==> src/rtl/conv_quant_pack_pkg.sv <==
// Shared definitions for the conv post-processing stage: mode encodings,
// FSM states and the packing geometry.
package conv_quant_pack_pkg;

   typedef enum logic [1:0] {
      MODE_IDLE  = 2'd0,
      MODE_CONV1 = 2'd1,
      MODE_CONV2 = 2'd2,
      MODE_DONE  = 2'd3
   } mode_e;

   typedef enum logic [1:0] {
      ST_IDLE  = 2'd0,
      ST_RUN   = 2'd1,
      ST_FLUSH = 2'd2,
      ST_DONE  = 2'd3
   } state_e;

   localparam int DATA_W = 32;
   localparam int ACT_W  = 8;
   localparam int PACK   = 4;
   localparam int LANE_W = $clog2(PACK);
   localparam int CNT_W  = 12;

endpackage

==> src/rtl/conv_quant_pack_qrs.sv <==
// quant_relu_sat: two-stage bias add / ReLU / round / shift / saturate datapath
// with a valid bit travelling alongside the data.
module quant_relu_sat
   import conv_quant_pack_pkg::*;
#(
   parameter int BIAS_SHIFT = 4
) (
   input  logic                     clk,
   input  logic                     srstn,
   input  logic                     flush,
   input  logic                     in_valid,
   input  logic signed [DATA_W-1:0] data_in,
   input  logic signed [7:0]        bias,
   input  logic [4:0]               out_shift,
   output logic                     out_valid,
   output logic [ACT_W-1:0]         act
);

   localparam int SUM_W = DATA_W + 1;
   localparam logic [SUM_W:0] ACT_MAX = (SUM_W+1)'(2**(ACT_W-1) - 1);

   function automatic logic signed [SUM_W-1:0] bias_add(
      input logic signed [DATA_W-1:0] d,
      input logic signed [7:0]        b
   );
      logic signed [SUM_W-1:0] bs;
      logic signed [SUM_W-1:0] ds;
      bs = {{(SUM_W-8){b[7]}}, b};
      ds = {d[DATA_W-1], d};
      return ds + (bs <<< BIAS_SHIFT);
   endfunction

   // Extra headroom bit keeps the rounding increment from wrapping.
   function automatic logic [ACT_W-1:0] round_sat(
      input logic signed [SUM_W-1:0] s,
      input logic [4:0]              sh
   );
      logic [SUM_W:0] r;
      if (s < 0) r = '0;
      else       r = {1'b0, s};
      if (sh != 5'd0)
         r = (r + ((SUM_W+1)'(1) << (sh - 5'd1))) >> sh;
      if (r > ACT_MAX) return ACT_MAX[ACT_W-1:0];
      return r[ACT_W-1:0];
   endfunction

   logic signed [SUM_W-1:0] sum_p1;
   logic                    vld_p1;

   // S1: sign-extended bias add
   always_ff @(posedge clk) begin
      if (!srstn) begin
         vld_p1 <= 1'b0;
         sum_p1 <= '0;
      end else begin
         vld_p1 <= in_valid;
         if (in_valid) sum_p1 <= bias_add(data_in, bias);
      end
   end

   // S2: ReLU, round, shift, saturate
   always_ff @(posedge clk) begin
      if (!srstn) begin
         out_valid <= 1'b0;
         act       <= '0;
      end else begin
         out_valid <= vld_p1 & ~flush;
         if (vld_p1) act <= round_sat(sum_p1, out_shift);
      end
   end

endmodule

==> src/rtl/conv_quant_pack.sv <==
// Quantises pooled sums to 8-bit activations, packs four per 32-bit word and
// streams the words into the feature-map SRAM, flushing a partial last word.
module conv_quant_pack
   import conv_quant_pack_pkg::*;
#(
   parameter int BIAS_SHIFT = 4,
   parameter int ADDR_WIDTH = 10,
   parameter int CONV1_BASE = 0,
   parameter int CONV2_BASE = 256
) (
   input  logic                  clk,
   input  logic                  srstn,
   input  logic [1:0]            mode,
   input  logic                  frame_start,
   input  logic [CNT_W-1:0]      pixel_total,
   input  logic [4:0]            out_shift,
   input  logic                  in_valid,
   input  logic [DATA_W-1:0]     data_in,
   input  logic [7:0]            bias,
   output logic                  sram_wen,
   output logic [ADDR_WIDTH-1:0] sram_waddr,
   output logic [DATA_W-1:0]     sram_wdata,
   output logic                  busy,
   output logic                  done
);

   state_e                  state;
   logic [CNT_W-1:0]        total_q;
   logic [CNT_W-1:0]        in_cnt;
   logic [CNT_W-1:0]        out_cnt;
   logic [4:0]              shift_q;
   logic [ADDR_WIDTH-1:0]   addr;
   logic [LANE_W-1:0]       lane;
   logic [DATA_W-1:0]       pack_word;
   logic                    last_wr;

   logic                    accept;
   logic                    q_valid;
   logic [ACT_W-1:0]        q_act;
   logic [ADDR_WIDTH-1:0]   base;
   logic [4:0]              lane_sh;
   logic [DATA_W-1:0]       lane_word;
   logic                    pix_last;

   // A pixel arriving with frame_start belongs to the new frame.
   assign accept = in_valid & (frame_start | (state == ST_RUN));
   assign base   = (mode == MODE_CONV2) ? ADDR_WIDTH'(CONV2_BASE)
                                        : ADDR_WIDTH'(CONV1_BASE);

   quant_relu_sat #(
      .BIAS_SHIFT (BIAS_SHIFT)
   ) u_qrs (
      .clk       (clk),
      .srstn     (srstn),
      .flush     (frame_start),
      .in_valid  (accept),
      .data_in   (data_in),
      .bias      (bias),
      .out_shift (shift_q),
      .out_valid (q_valid),
      .act       (q_act)
   );

   // Lane 0 lands in the most significant byte.
   always_comb begin
      lane_sh   = {~lane, 3'b000};
      lane_word = pack_word | ({{(DATA_W-ACT_W){1'b0}}, q_act} << lane_sh);
      pix_last  = (out_cnt + 1'b1) == total_q;
   end

   always_ff @(posedge clk) begin
      if (!srstn) begin
         state      <= ST_IDLE;
         busy       <= 1'b0;
         done       <= 1'b0;
         sram_wen   <= 1'b0;
         sram_waddr <= '0;
         sram_wdata <= '0;
         total_q    <= '0;
         in_cnt     <= '0;
         out_cnt    <= '0;
         shift_q    <= '0;
         addr       <= '0;
         lane       <= '0;
         pack_word  <= '0;
         last_wr    <= 1'b0;
      end else begin
         sram_wen <= 1'b0;
         done     <= 1'b0;
         if (frame_start) begin
            busy      <= 1'b1;
            total_q   <= pixel_total;
            shift_q   <= out_shift;
            addr      <= base;
            in_cnt    <= in_valid ? CNT_W'(1) : '0;
            out_cnt   <= '0;
            lane      <= '0;
            pack_word <= '0;
            last_wr   <= 1'b0;
            state     <= (in_valid && pixel_total == CNT_W'(1)) ? ST_FLUSH : ST_RUN;
         end else begin
            case (state)
               ST_RUN: begin
                  if (accept) begin
                     in_cnt <= in_cnt + 1'b1;
                     if ((in_cnt + 1'b1) == total_q) state <= ST_FLUSH;
                  end
               end
               ST_FLUSH: begin
                  if (last_wr) begin
                     state   <= ST_DONE;
                     busy    <= 1'b0;
                     done    <= 1'b1;
                     last_wr <= 1'b0;
                  end
               end
               ST_DONE:  state <= ST_IDLE;
               default:  state <= ST_IDLE;
            endcase

            // Packer: full word on lane 3, zero-padded word on the frame's last pixel
            if (q_valid) begin
               out_cnt <= out_cnt + 1'b1;
               if (lane == LANE_W'(PACK-1) || pix_last) begin
                  sram_wen   <= 1'b1;
                  sram_waddr <= addr;
                  sram_wdata <= lane_word;
                  addr       <= addr + 1'b1;
                  pack_word  <= '0;
                  lane       <= '0;
                  if (pix_last) last_wr <= 1'b1;
               end else begin
                  pack_word <= lane_word;
                  lane      <= lane + 1'b1;
               end
            end
         end
      end
   end

endmodule

==> config.mk <==
export PLATFORM = sky130hd
export DESIGN_NAME = conv_quant_pack
export DESIGN_NICKNAME = d
export VERILOG_FILES = /design/src/rtl/conv_quant_pack_pkg.sv /design/src/rtl/conv_quant_pack_qrs.sv /design/src/rtl/conv_quant_pack.sv
export SDC_FILE = /design/constraint.sdc
export NUM_CORES = 1
export LEC_CHECK = 0
export ABC_AREA = 1
export ABC_CLOCK_PERIOD_IN_PS = 9800
export CORE_AREA = 8 8 198 200
export DETAILED_ROUTE_END_ITERATION = 8
export DIE_AREA = 0 0 206 208
export GPL_TIMING_DRIVEN = 0
export REMOVE_ABC_BUFFERS = 1
export SETUP_SLACK_MARGIN = 0.5
export SYNTH_ARGS = -nofsm -noshare
export SYNTH_HDL_FRONTEND = slang
export SYNTH_HIERARCHICAL = 1
export SYNTH_SLANG_ARGS = --single-unit
==> constraint.sdc <==
create_clock -name clk -period 9.8 [get_ports clk]
set_clock_uncertainty 0.1 [all_clocks]
set_input_delay 0.98 -clock clk [delete_from_list [all_inputs] [get_ports clk]]
set_output_delay 0.98 -clock clk [all_outputs]
set_load 0.005 [all_outputs]
* After elaboration in Yosys (flattened, before gate mapping)
Cells that the tools add are included.
** Word-level totals
- Register bits :: 176
** Cells by class
- Add/sub/neg operators :: 7
- $lt $le $gt $ge :: 2
- Equality and inequality tests :: 10
- Shift operators :: 3
- Multiplexer cells :: 36
- Bitwise operators :: 9
- Reduce and logical (&&, ||, !) cells :: 17
** Operators with widths (number)
- $mux W34 :: 5
- $mux W12 :: 3
- $add A34 B34 Y34 :: 1
- $gt A34 B7 Y1 const B :: 1
- $shl A1 B5 Y34 const A :: 1
- $shr A34 B5 Y34 :: 1
- $add A32 B12 Y33 :: 1
- $lt A33 B1 Y1 const B :: 1
- $mux W33 :: 1
- $mux W32 :: 1
- $or A32 B32 Y32 :: 1
- $shl A8 B5 Y32 :: 1
- $mux W10 :: 3
- $add A12 B1 Y12 const B :: 2
- $eq A12 B12 Y1 :: 2
- $mux W8 :: 2
- $mux W1 :: 13
- $eq A12 B1 Y1 const B :: 1
- $mux W2 :: 6
- $reduce_bool A2 Y1 :: 6
- $add A10 B1 Y10 const B :: 1
- $mux W9 :: 1
- $eq A2 B2 Y1 const B :: 3
- $ne A3 B2 Y1 const B :: 2
- 16 further kinds :: 24

* Depth between registers and ports, before layout
Gate-level depths: netlist of run 1.
- Depth after elaboration :: 14
- Gate-level depth with buffers :: 36
- Mapped depth without buffers :: 34

* Cells and area by module
The synthesis of run 1 kept the hierarchy.
** Modules (own cells, without submodules)
- quant_relu_sat :: instances 1, cells each 1520, area each 8146.6 um2
- conv_quant_pack :: instances 1, cells each 851, area each 6078.3 um2

* Worst setup path before layout of run 1
Ideal clock, no wire load.
- Path kind :: register -> register
- Start point :: register shift_q[0]
- End point :: register u_qrs.act[0]
- Setup time :: 122 ps
- Arrival :: 4112 ps
- Data required time :: 9578 ps
- Setup slack :: 5466 ps
- Cell stages (with the launch flop) :: 35
- Path buffers :: 2
- Clock period less this slack :: 4334 ps
- Cell sequence :: dfxtp_1 > clkbuf_1 > nor2_1 > inv_2 > nor2_1 > nand2_1 > inv_1 > nor2_1 > clkbuf_1 > nor2_1 > inv_1 > nand3_1 > inv_1 > ha_1 > fa_1 > nand3_1 > nand3_1 > nand2_1 > nand2_1 > nand2_1 > nand3_1 > nand2_1 > nand2_2 > nand2_1 > nand2_2 > nand2_1 > nand3_1 > nand3_1 > nand2_1 > nor2_1 > nand3_1 > nand2_1 > nand3_4 > nor2_8 > a21oi_2
** On the way
- Longest elaborated chain between the ends :: 12
- Elaborated cells on any way between the ends :: 13
- Classes of those cells :: add/sub: 2; order compare: 1; shift: 2; mux: 7; reduce/logical: 1
** RTL lines
- from (decl) :: RTL line conv_quant_pack.sv:31 : logic [4:0] shift_q;
- from (signal assigned) :: RTL line conv_quant_pack.sv:93 : shift_q <= out_shift;
- $sub A5 B1 Y5 :: RTL line conv_quant_pack_qrs.sv:42 : r = (r + ((SUM_W+1)'(1) << (sh - 5'd1))) >> sh;
- $shl A1 B5 Y34 :: RTL line conv_quant_pack_qrs.sv:42
- $add A34 B34 Y34 :: RTL line conv_quant_pack_qrs.sv:42
- $shr A34 B5 Y34 :: RTL line conv_quant_pack_qrs.sv:42
- $mux W34 * :: RTL line conv_quant_pack_qrs.sv:41 : if (sh != 5'd0)
- $mux W34 * :: RTL line conv_quant_pack_qrs.sv:68 : if (vld_p1) act <= round_sat(sum_p1, out_shift);
- $mux W34 * :: RTL line conv_quant_pack_qrs.sv:63 : if (!srstn) begin
- $gt A34 B7 Y1 :: RTL line conv_quant_pack_qrs.sv:43 : if (r > ACT_MAX) return ACT_MAX[ACT_W-1:0];
- $mux W1 :: RTL line conv_quant_pack_qrs.sv:43
- $mux W1 :: RTL line conv_quant_pack_qrs.sv:68
- $mux W1 :: RTL line conv_quant_pack_qrs.sv:63
- $mux W8 * :: RTL line conv_quant_pack_qrs.sv:44 : return r[ACT_W-1:0];
- to (signal assigned) :: RTL line conv_quant_pack_qrs.sv:68
- to (decl) :: RTL line conv_quant_pack_qrs.sv:16 : output logic [ACT_W-1:0] act
Mark *: on every way between the ends. The rest lies on a longest branch, timed or not. The select of a mux whose other input is x is not followed.
A chain may end at the register's enable or synchronous reset.

* Worst setup path in the final report of run 1
- Start point :: register shift_q[3]
- End point :: register u_qrs.act[2]
Same word-level chain as after synthesis.

==> qor.txt, run 1 <==
Final worst slack: 2.293 ns
Initial DRT Pass Iterations: 7
Most common cell after layout, fill and taps aside: nand2_1
EDFF count, synth: 0
Average cell area after synthesis: 6.000 um2
FP Rows: 70
Seq/Total Area, Yosys: 24.77%
Die Wd: 206 um
Hold Path Class: reg -> reg
Full die area: 0.04285 mm2
Ant. Diodes: 0
DR vias: 15.06k
Cells after Synth: 2371
Post-route clock period utilization: 76.60%
Largest net degree at the start of global routing: 54
Detail Route Antenna Nets: 0
Initial Util: 39.42%
Worst-margin pin slew: 1.389 ns
Synth Flop Type: dfxtp_1
Via-to-Cell Ratio: 5.210
Leak: 7.601 nW
Number of remaining DRC errors: 0
Number of global-route vias before repair: 14.09k
CP Capture Type: flop
Reg2reg setup slack: 2.29 ns
Final setup TNS: 0 ns
CTS tree: yes
Tmin final: 7.507 ns
CTS HTree Levels: 4
Slew Viols, Final: 0
Num ports: 108
Total track usage: 21.31%
Clock-pin slew on the worst setup and hold paths: 0.07 ns
Pwr Density: 121.7 mW/mm2
CTS root buffer: clkbuf_16
Synth cell types: 55
Initial antenna violation count: 0
CTS Buffer Depth: 2
Maximum VDD drop: 0.0001565 V
RR Startpoint: shift_q[3]
Maximum clock frequency: 0.1332 GHz
Worst endpoint required time: 10.06 ns
Number of port buffers: 107
Crit-path max cell delay: 1.20 ns
Clock sink count: 176
Grt ovf: 0
Core region area: 0.03608 mm2
CTS resizes: 0
HPWL Detailed: 36890 um
Worst-path maximum fanout: 42
End of the critical path: u_qrs/act[2]
Final hold violations: 0
RD Place Congestion: 0.9981
Hold_buf cts: 0
Reg2reg path depth: 28
Layout cells sized above 1: 6.314%
Global-route wire length before repair: 74360 um
Rel. slew slack: 7.298%
Fin nets: 2543
Num CTS Buffers: 17
Critical-path top delay cell: dfxtp_1
Fin Hold WS: 0.3638 ns
#FFs+latches synth: 176
Startpoint Class: flop
Synthesis-to-finish area growth: 13.06%
Crit path DAT: 7.77 ns
Most used cell along the critical path: nand2_1
Setup Buffers After CTS: 0
Worst R2R End: u_qrs/act[2]
Critical path class: reg -> reg
Worst skew pair latency: 0.43 ns
Max capacitance violation total: 0
Status: complete, no violations
RSZ-0062 raised after global routing: false
DRT iter0 DRCs: 1282
Wirelength per Cell: 16.14 um
Final setup fails: 0
Drt total wl: 46650 um
FFs w/ async S/R, synth: 0%
Commonest cells after routing, fill and taps aside: nand2_1, inv_1, nor2_1, nand3_1, dfxtp_1
Worst Setup SP: shift_q[3]
Synth Warn #: 6
Pre-CTS setup slack: 2.470 ns
Chip height: 208 um
Mapped Area: 0.01422 mm2
cell families after synthesis:
family,synth area share [%]
flip-flops,24.77
XOR/XNOR,2.595
adder cells (fa/ha/maj),6.175
buffers and inverters,11.61
AO/OA/AOI/OAI,14.62
AND/OR/NAND/NOR,40.23
where the power goes:
part           total (mW)  switching [mW]  leakage, nW  internal (mW)
Sequential          0.772          0.0334         1.43          0.739
Clock               0.672           0.314        0.283          0.359
Combinational       0.513           0.334         5.89          0.178
Total                1.96           0.681         7.60           1.28
critical path, delay by kind of cell (launching register included):
family / cells / cell delay [ns]
compound gates: 2 / 0.20
fa+ha+maj: 2 / 0.55
buf+inv: 4 / 1.54
flops: 1 / 1.20
simple gates: 20 / 3.83
synth_stat cells, types with 9 or more instances:
library cell / number / area (um2)
inv_2: 14 / 52.55
ha_1: 67 / 838.3
a21oi_1: 135 / 675.7
o211ai_1: 13 / 97.59
inv_1: 307 / 1152
clkinv_1: 9 / 33.78
nand3_2: 20 / 200.2
nand2_1: 590 / 2215
buf_2: 16 / 80.08
nand2_2: 19 / 118.9
nor2_1: 293 / 1100
nor3_1: 21 / 105.1
nand4_1: 27 / 168.9
o21ai_0: 136 / 680.7
a31oi_1: 17 / 106.4
dfxtp_1: 176 / 3523
o21ai_1: 9 / 45.04
xor2_1: 19 / 166.4
xnor2_1: 18 / 157.7
o21bai_1: 19 / 142.6
nand3_1: 278 / 1391
buf_1: 19 / 71.32
nor2_2: 15 / 93.84
clkbuf_1: 41 / 153.9
a21oi_2: 12 / 105.1
per-stage QoR:
step	utilization [%]	cell area, um2	cells	total power [mW]
after global placement	42.88	15470	2859	1.293
after detailed placement	42.95	15500	2860	1.295
after global routing	44.57	16080	2891	2.066
after CTS	44.56	16080	2891	1.974
final	44.57	16080	2891	1.957
after floorplan	-	13820	2284	1.125
flip-flops by register name (all words and copies together) (netlist names), 2 cells and up:
register / count
u_qrs/sum_p1: 33
pack_word: 32
u_qrs/act: 8
shift_q: 5
addr: 10
sram_waddr: 10
sram_wdata: 32
total_q: 12
state: 2
in_cnt: 12
out_cnt: 12
lane: 2
how the worst min path moves through the flow:
stage	depth (start not counted)	start	end
global route	2	u_qrs/sum_p1[0]	u_qrs/sum_p1[0]
CTS	2	u_qrs/sum_p1[3]	u_qrs/sum_p1[3]
finish	2	u_qrs/sum_p1[3]	u_qrs/sum_p1[3]
floorplan	2	u_qrs/sum_p1[0]	u_qrs/sum_p1[0]
global placement	2	u_qrs/sum_p1[1]	u_qrs/sum_p1[1]
detailed placement	2	u_qrs/sum_p1[3]	u_qrs/sum_p1[3]
area by class of cell:
class | instances | area [um2]
clock buffer | 17 | 425.4
clock inverter | 14 | 155.1
fill | 3948 | 20000
inverter | 331 | 1245
multi-input combinational | 1777 | 9059
sequential | 176 | 3527
tap | 468 | 585.6
timing repair buffer | 108 | 1086
layer usage:
| layer | global-route usage (%) | vias up | routed length [um] | share of wire (%) |
|---|---|---|---|---|
| met2 | 34.57 | 406 | 21090 | 45 |
| met4 | 7.466 | 0 | 1446 | 3.1 |
| met5 | 0 | - | 0 | 0 |
| met1 | 28.63 | 6823 | 21690 | 46 |
| met3 | 2.595 | 69 | 2419 | 5.2 |
| li1 | - | 7763 | - | - |
Note: power is estimated with default switching activity, not from simulation.
==> run 2, diff against run 1 <==
--- a/config.mk
+++ b/config.mk
@@ -6,7 +6,7 @@
 export NUM_CORES = 1
 export LEC_CHECK = 0
 export ABC_AREA = 1
-export ABC_CLOCK_PERIOD_IN_PS = 9800
+export ABC_CLOCK_PERIOD_IN_PS = 6120
 export CORE_AREA = 8 8 198 200
 export DETAILED_ROUTE_END_ITERATION = 8
 export DIE_AREA = 0 0 206 208
==> constraint.sdc (replaced) <==
create_clock -name clk -period 6.12 [get_ports clk]
set_clock_uncertainty 0.1 [all_clocks]
set_input_delay 0.612 -clock clk [delete_from_list [all_inputs] [get_ports clk]]
set_output_delay 0.612 -clock clk [all_outputs]
set_load 0.005 [all_outputs]
==> run 2 against run 1 <==
  * Cell area grew 0.78%
  * Combinational power grew 64%
  * Routed wire length grew 2.1%
  * Die area is the same
  * Sequential cell count is the same
  * Largest cell class unchanged
==> qor.txt, run 2 (same netlist as run 1, synthesis figures left out) <==
Worst-path maximum fanout: 25
Hold depth: 2
Status: complete, no violations
CTS Buffer Depth: 2
Reg2reg path depth: 25
Worst endpoint required time: 6.34 ns
Clock-pin slew on the worst setup and hold paths: 0.07 ns
FP Rows: 70
Max reg flops: 33
Crit path max-delay family: simple AND/OR/NAND/NOR gates
Critical-path top delay cell: dfxtp_2
Core region area: 0.03608 mm2
Worst skew pair latency: 0.44 ns
Most used cell along the critical path: nand2_1
Initial Util: 39.42%
CTS root buffer: clkbuf_16
Num CTS Buffers: 17
Grt ovf: 0
Critical path class: reg -> reg
Fin cells: 2898
CTS tree: yes
Chip height: 208 um
Leak: 7.628 nW
Top reg by flops: u_qrs/sum_p1
Detail Route Antenna Nets: 0
Initial antenna violation count: 0
Global-route wire length before repair: 74750 um
Final instance area: 0.01621 mm2
Wirelength per Cell: 16.44 um
Number of port buffers: 107
RSZ-0062 raised after global routing: false
Maximum clock frequency: 0.1892 GHz
Placed inst area: 0.01550 mm2
Maximum VDD drop: 0.0002513 V
Largest regs: u_qrs/sum_p1 (33), pack_word (32), sram_wdata (32)
Worst-margin pin slew: 1.308 ns
Final setup fails: 0
Max capacitance violation total: 0
Layout cells sized above 1: 6.955%
Clock sink count: 176
Pre-CTS setup slack: -1.210 ns
Crit-path max cell delay: 0.71 ns
Num ports: 108
Commonest cells after routing, fill and taps aside: nand2_1, inv_1, nor2_1, nand3_1, dfxtp_1
Die Wd: 206 um
Final worst slack: 0.8335 ns
Fin nets: 2550
Tmin final: 5.286 ns
CP bufs+invs: 2
Synthesis-to-finish area growth: 13.94%
Total track usage: 21.43%
Number of remaining DRC errors: 0
Largest net degree at the start of global routing: 54
Initial DRT Pass Iterations: 6
DR vias: 15.18k
CP Capture Type: flop
Ant. Diodes: 0
Placed Instances: 2860
Drt total wl: 47630 um
Rel. slew slack: 12.66%
Crit path DAT: 5.50 ns
Worst path depth: 25
Via-to-Cell Ratio: 5.237
Overall Power: 3.152 mW
Full die area: 0.04285 mm2
CTS HTree Levels: 4
Pwr Density: 194.5 mW/mm2
RD Place Congestion: 0.9981
Hold Path Class: reg -> reg
HPWL Detailed: 36890 um
Most common cell after layout, fill and taps aside: nand2_1
Fin util: 44.92%
Post-route clock period utilization: 86.38%
DRT iter0 DRCs: 1247
Number of global-route vias before repair: 14.12k
Slew Viols, Final: 0
Startpoint Class: flop
Final hold violations: 0
## run 2: cell type report
class	count	area, um2
Fill cell	3936	19880
Multi-Input combinational cell	1777	9076
Inverter	331	1256
Tap cell	468	585.6
Clock buffer	17	425.4
Timing Repair inverter	4	20.02
Sequential cell	176	3541
Clock inverter	14	155.1
Timing Repair Buffer	111	1149
## run 2: final timing paths
path / start / to / slack, ns
worst min register to register: u_qrs/sum_p1[3] / u_qrs/sum_p1[3] / 0.36
worst max register to register: shift_q[4] / u_qrs/act[2] / 0.83
worst min-delay path: u_qrs/sum_p1[3] / u_qrs/sum_p1[3] / 0.36
worst max-delay path: shift_q[4] / u_qrs/act[2] / 0.83
## run 2: repair_timing
item	4_1_cts	5_1_grt
resized for setup	9	6
gates cloned	3	1
hold buffers	0	0
buffers inserted	0	3
endpoints found under the setup margin	7	7
## run 2: report_power, final
| part | total, mW | internal, mW | switching, mW |
|---|---|---|---|
| clock | 1.08 | 0.575 | 0.502 |
| combinational | 0.841 | 0.291 | 0.549 |
| sequential | 1.23 | 1.18 | 0.0514 |
## run 2: per-layer routing
metal  wire length, um  part of all wire (%)  vias up  track usage (%)
met2             21320                    45      451            34.77
li1                  -                     -     7768                -
met5                 0                     0        -                0
met4              1612                   3.4        0            7.736
met3              2767                   5.8       78            2.533
met1             21930                    46     6881            28.77
## run 2: stage by stage
| stage | hold WS, ns | setup TNS (ns) |
|---|---|---|
| floorplan | 0.3340 | 0 |
| global placement | 0.3469 | -12.62 |
| detailed placement | 0.3548 | -8.444 |
| CTS | 0.3656 | 0 |
| global route | 0.3943 | 0 |
| finish | 0.3636 | 0 |
## run 2: worst min-delay path, cell delays in order, from the launching register on
cell	delay, ns
dfxtp_1	0.30
inv_1	0.06
a21oi_1	0.06
